[config.mk]
export PLATFORM = sky130hd
export DESIGN_NAME = pc_sequencer
export DESIGN_NICKNAME = d
export VERILOG_FILES = /design/src/rtl/pc_sequencer_pkg.sv /design/src/rtl/pc_target_calc.sv /design/src/rtl/pc_sequencer.sv
export SDC_FILE = /design/constraint.sdc
export NUM_CORES = 1
export LEC_CHECK = 0
export ABC_CLOCK_PERIOD_IN_PS = 2000
export CORE_ASPECT_RATIO = 0.7
export CORE_MARGIN = 2
export CORE_UTILIZATION = 41
export CTS_BUF_LIST = sky130_fd_sc_hd__clkbuf_8
export DETAILED_ROUTE_END_ITERATION = 7
export GPL_ROUTABILITY_DRIVEN = 0
export PLACE_DENSITY = 0.84
export SYNTH_ARGS = -nofsm -noshare
export SYNTH_HDL_FRONTEND = slang
export SYNTH_HIERARCHICAL = 1
export SYNTH_SLANG_ARGS = --single-unit
[constraint.sdc]
create_clock -name clk -period 2 [get_ports clk]
set_input_delay 0.4 -clock clk [delete_from_list [all_inputs] [get_ports clk]]
set_output_delay 0.4 -clock clk [all_outputs]
set_load 0.05 [all_outputs]
[src/rtl/pc_sequencer_pkg.sv]
// rtl/pc_sequencer_pkg.sv - shared state encoding and defaults for the PC sequencer
package pc_sequencer_pkg;

  localparam int IMEM_ADDR_W_DEF = 10;
  localparam int START_PC_DEF    = 0;

  typedef enum logic [2:0] {
    ST_IDLE    = 3'd0,
    ST_RUN     = 3'd1,
    ST_FLUSH   = 3'd2,
    ST_BARRIER = 3'd3,
    ST_HALT    = 3'd4
  } pc_state_e;

endpackage

[src/rtl/pc_target_calc.sv]
// rtl/pc_target_calc.sv - combinational branch/JALR target and link computation
module pc_target_calc
  import pc_sequencer_pkg::*;
#(
  parameter int IMEM_ADDR_W = IMEM_ADDR_W_DEF
) (
  input  logic [IMEM_ADDR_W-1:0] ex_pc_i,
  input  logic [IMEM_ADDR_W-1:0] br_offset_i,
  input  logic [31:0]            jalr_target_i,
  output logic [IMEM_ADDR_W-1:0] next_pc_o,
  output logic [IMEM_ADDR_W-1:0] branch_target_o,
  output logic [IMEM_ADDR_W-1:0] jalr_target_o,
  output logic [31:0]            link_o
);

  localparam logic [IMEM_ADDR_W-1:0] ONE = IMEM_ADDR_W'(1);

  // Only the low address bits of the JALR register value select a word.
  logic jalr_upper_unused;

  // All targets wrap modulo the instruction address space.
  assign next_pc_o         = ex_pc_i + ONE;
  assign branch_target_o   = next_pc_o + br_offset_i;
  assign jalr_target_o     = jalr_target_i[IMEM_ADDR_W-1:0];
  assign jalr_upper_unused = ^jalr_target_i[31:IMEM_ADDR_W];

  // Link value is computed at full width so it does not wrap at the top word.
  assign link_o = {{(32-IMEM_ADDR_W){1'b0}}, ex_pc_i} + 32'd1;

endmodule

[src/rtl/pc_sequencer.sv]
// rtl/pc_sequencer.sv - PC register and fetch/redirect/barrier/halt sequencing FSM
module pc_sequencer
  import pc_sequencer_pkg::*;
#(
  parameter int IMEM_ADDR_W = IMEM_ADDR_W_DEF,
  parameter int START_PC    = START_PC_DEF
) (
  input  logic                   clk,
  input  logic                   reset,
  input  logic                   start_i,
  input  logic                   fetch_ready_i,
  input  logic                   stall_i,
  input  logic                   ex_valid_i,
  input  logic [IMEM_ADDR_W-1:0] ex_pc_i,
  input  logic                   is_branch_i,
  input  logic                   jump_now_i,
  input  logic [IMEM_ADDR_W-1:0] br_offset_i,
  input  logic                   is_jalr_i,
  input  logic [31:0]            jalr_target_i,
  input  logic                   is_bar_i,
  input  logic                   barrier_release_i,
  input  logic                   is_done_i,
  output logic [IMEM_ADDR_W-1:0] pc_o,
  output logic                   fetch_valid_o,
  output logic                   flush_o,
  output logic [31:0]            link_o,
  output logic                   barrier_o,
  output logic                   halted_o
);

  localparam logic [IMEM_ADDR_W-1:0] START_ADDR = IMEM_ADDR_W'(START_PC);
  localparam logic [IMEM_ADDR_W-1:0] ONE        = IMEM_ADDR_W'(1);

  pc_state_e              state_q, state_d;
  logic [IMEM_ADDR_W-1:0] pc_q, pc_d;
  logic [IMEM_ADDR_W-1:0] next_pc, branch_target, jalr_target;
  logic                   accept, redirect;

  pc_target_calc #(
    .IMEM_ADDR_W(IMEM_ADDR_W)
  ) u_target (
    .ex_pc_i        (ex_pc_i),
    .br_offset_i    (br_offset_i),
    .jalr_target_i  (jalr_target_i),
    .next_pc_o      (next_pc),
    .branch_target_o(branch_target),
    .jalr_target_o  (jalr_target),
    .link_o         (link_o)
  );

  // jump_now_i is gated by is_branch_i so its value is irrelevant for non-branches.
  assign accept   = ex_valid_i & ~stall_i;
  assign redirect = (is_branch_i & jump_now_i) | is_jalr_i;

  // State and PC registers; async reset returns to IDLE at START_PC.
  always_ff @(posedge clk or posedge reset) begin
    if (reset) begin
      state_q <= ST_IDLE;
      pc_q    <= START_ADDR;
    end else begin
      state_q <= state_d;
      pc_q    <= pc_d;
    end
  end

  // Next state and next PC; priority in RUN is done > redirect > barrier > sequential.
  always_comb begin
    state_d = state_q;
    pc_d    = pc_q;
    unique case (state_q)
      ST_IDLE, ST_HALT: begin
        if (start_i) begin
          state_d = ST_RUN;
          pc_d    = START_ADDR;
        end
      end
      ST_RUN: begin
        if (accept & is_done_i) begin
          state_d = ST_HALT;
        end else if (accept & redirect) begin
          state_d = ST_FLUSH;
          pc_d    = is_jalr_i ? jalr_target : branch_target;
        end else if (accept & is_bar_i) begin
          state_d = ST_BARRIER;
          pc_d    = next_pc;
        end else if (fetch_ready_i & ~stall_i) begin
          pc_d = pc_q + ONE;
        end
      end
      ST_FLUSH: begin
        state_d = ST_RUN;
      end
      ST_BARRIER: begin
        if (barrier_release_i) begin
          state_d = ST_RUN;
        end
      end
      default: begin
        state_d = ST_IDLE;
        pc_d    = START_ADDR;
      end
    endcase
  end

  assign pc_o          = pc_q;
  assign fetch_valid_o = (state_q == ST_RUN);
  assign flush_o       = (state_q == ST_FLUSH);
  assign barrier_o     = (state_q == ST_BARRIER);
  assign halted_o      = (state_q == ST_HALT);

endmodule

==> impl_metrics.py <==
metrics = {
    "critical_path": {
        "critPathArrivalTime_ns": 2.67,
        "critPathRequiredTime_ns": 2.18,
        "critPathLaunchType": "primary input",
        "crit_slowest_cell": "o41ai_2",
        "cpMostUsedCell": "ha_4",
        "ff2ff_path_depth": 5,
        "cp_num_cells": 13,
        "worstSetupPathType": "primary input to register",
        "max_stage_delay_ns": 0.28,
        "endpoint_kind": "register",
        "path_buf_inv": 2,
        "path_cells": "buf_8 > ha_4 > buf_12 > xor2_4 > ha_4 > a21o_1 > a21oi_2 > o21bai_2 > o41ai_2 > xnor2_1 > mux2i_1 > a211o_1 > o21ai_1",
        "crit_fanout": 4,
        "path_delay_family": "compound AO/OA/AOI/OAI gates",
    },
    "synth": {
        "synth_common_cells": "buf_4 (41), nand2_1 (22), xnor2_1 (14)",
        "synth_area_per_cell_um2": 8.32,
        "synth_most_common_cell": "buf_4",
        "ys_async_sr_fraction_pct": 100,
        "ys.flop_type": "dfrtp_1",
        "netlist_top_cells_area": "dfrtp_1 (16%), buf_4 (15%), ha_1 (7.4%)",
        "synth_top_cell_area_share_pct": 16.1,
        "synth_top_cell_by_area": "dfrtp_1",
        "yosysWarnings": 6,
        "syn_area_um2": 2020,
        "ys_types": 55,
        "synth_edf_count": 0,
        "yosysSeqAreaShare_pct": 16.1,
        "ys_ff_latch": 13,
        "netlist_instances": 243,
    },
    "floorplan": {
        "coreArea_um2": 4760,
        "start_util_pct": 42.5,
        "dieArea_um2": 5520,
        "fp.dieW_um": 87.9,
        "ios": 110,
        "fp.dieH_um": 62.8,
        "placementRows": 21,
    },
    "clock_tree": {
        "htreeDepth": 1,
        "cts.path.max_buffers": 2,
        "numCtsBuffers": 3,
        "ctsHoldBuffers": 0,
        "clock-root-buffer": "clkbuf_8",
        "path_clk_slew_ns": 0.06,
        "cts_sinks": 13,
        "insertion_delay_ns": 0.25,
        "cts_tree": "built",
    },
    "power_and_ir_drop": {
        "ir_drop_mv": 0.681,
        "leakagePower_nw": 1.70,
        "pwr_density_cell_nw_per_um2": 632,
        "power_mw": 2.37,
    },
    "drt": {
        "vias": 2316,
        "drt-vias-per-instance": 5.40,
        "drtIter0Drc": 213,
        "firstDrtPassIters": 6,
        "antenna_left": 0,
        "drt_wl_total_mm": 7.49,
        "drc": 0,
        "wl_per_cell_um": 17.4,
    },
    "global_route": {
        "grt_pass1_wl_mm": 10.9,
        "grt_start_max_net_pins": 14,
        "overflow": 0,
        "grt_pass1_vias": 2268,
        "grt_usage_pct": 24.9,
        "antenna_found_initial": 0,
    },
    "final_layout": {
        "finish.instance_area_um2": 3760,
        "fin_nets": 438,
        "antenna_cells": 0,
        "drive_gt1_share_pct": 46.9,
        "post-route-util_pct": 79.0,
        "syn2layout_area_growth_pct": 85.8,
        "fillers": 263,
    },
    "timing": {
        "hold_viol_final": 0,
        "skew_ns": 0.00745,
        "drv_slew": 0,
        "grt_setup_unrepaired": "yes",
        "period_share_pct": 125,
        "fin_crit_ns": 2.50,
        "max-slew-margin-rel_pct": 62.1,
        "setup_ws_ns": -0.496,
        "finalSetupTns_ns": -2.68,
        "max_freq_ghz": 0.401,
        "worstMarginPinSlew_ns": 0.564,
        "setup_viol": 7,
    },
    "job": {
        "cap_violations": 0,
    },
    "status": {
        "failed_checks": "setup timing",
        "status": "finished, violations left",
    },
    "place": {
        "dp_hpwl_mm": 5.11,
        "port_buffers": 66,
        "placed_area_um2": 3290,
    },
    "min_path": {
        "min_path_type": "primary input to async pin",
    },
}
==> path summary, 6_finish.rpt <==
path,slack [ns],endpoint,start
max,-0.50,pc_o[8]$_DFFE_PP0P_,ex_pc_i[0]
min,0.50,pc_o[5]$_DFFE_PP0P_,reset
max reg2reg,0.18,pc_o[9]$_DFFE_PP0P_,pc_o[4]$_DFFE_PP0P_
min reg2reg,0.58,pc_o[9]$_DFFE_PP0P_,pc_o[9]$_DFFE_PP0P_
max in group asynchronous,1.16,state_q[0]$_DFFE_PP0P_,reset
min in group clk,0.58,pc_o[9]$_DFFE_PP0P_,pc_o[9]$_DFFE_PP0P_
==> registers in the layout, indices dropped and copies added (netlist names) <==
signal	count
pc_o	10
state_q	3
==> metrics by stage <==
stage,setup WS [ns],instances,hold WS (ns)
floorplan,-0.746,263,0.277
global placement,-1.18,407,0.535
detailed placement,-1.29,407,0.563
CTS,-0.473,420,0.512
global route,-0.623,429,0.558
finish,-0.496,429,0.496
==> power by group <==
part	switching (mW)	leakage (nW)	total (mW)	internal (mW)
Sequential	0.108	0.174	0.430	0.322
Clock	0.0968	0.0269	0.232	0.136
Combinational	0.932	1.50	1.71	0.780
==> what timing repair did <==
item                       CTS  global route
pin swaps                   48            35
setup endpoints to repair   18            14
gates resized for setup     80            22
hold endpoints to repair     0             0
setup buffers               10             9
cloned                       0             0
==> cells by family after synthesis <==
group	Yosys count	synth area share, %
AOI/OAI and AO/OA	62	23.7
xor gates and xnor gates	19	8.91
adders and majority gates	13	8.42
buffers and inverters	52	17.8
DFF	13	16.1
muxes	10	5.14
other	1	0.185
and+or+nand+nor	73	19.7
==> layout make-up <==
class,count,area (µm²),share of cell area [%]
Multi-Input combinational cell,198,1840,49.1
Timing Repair Buffer,140,1430,38.2
Sequential cell,13,325,8.66
Tap cell,69,86.3,2.30
Clock buffer,3,41.3,1.10
Inverter,5,22.5,0.599
Clock inverter,1,3.75,0.0999
==> metal layers <==
layer | up-vias | track usage (%) | wire length, µm | share of wire [%]
li1 | 1050 | - | - | -
met1 | 1114 | 34.5 | 3070 | 41
met2 | 138 | 41.0 | 3710 | 50
met3 | 14 | 3.96 | 580 | 7.7
met4 | 0 | 4.81 | 126 | 1.7
met5 | - | 0 | 0 | 0
==> cells in the final DEF (no fill, tap or decap), types with 6 or more instances in the layout <==
cell type | netlist | routed
buf_4 | 41 | 65
clkdlybuf4s50_1 | 0 | 30
conb_1 | 1 | 21
buf_6 | 1 | 19
nand2_1 | 22 | 18
buf_12 | 0 | 16
dfrtp_1 | 13 | 13
nand3_1 | 13 | 11
ha_4 | 0 | 9
o21ai_0 | 10 | 8
nor2_1 | 10 | 7
mux2i_1 | 7 | 7
xnor2_1 | 14 | 7
a21o_1 | 6 | 6
a21oi_1 | 12 | 6
No activity file was read; power rests on OpenSTA's default activity.
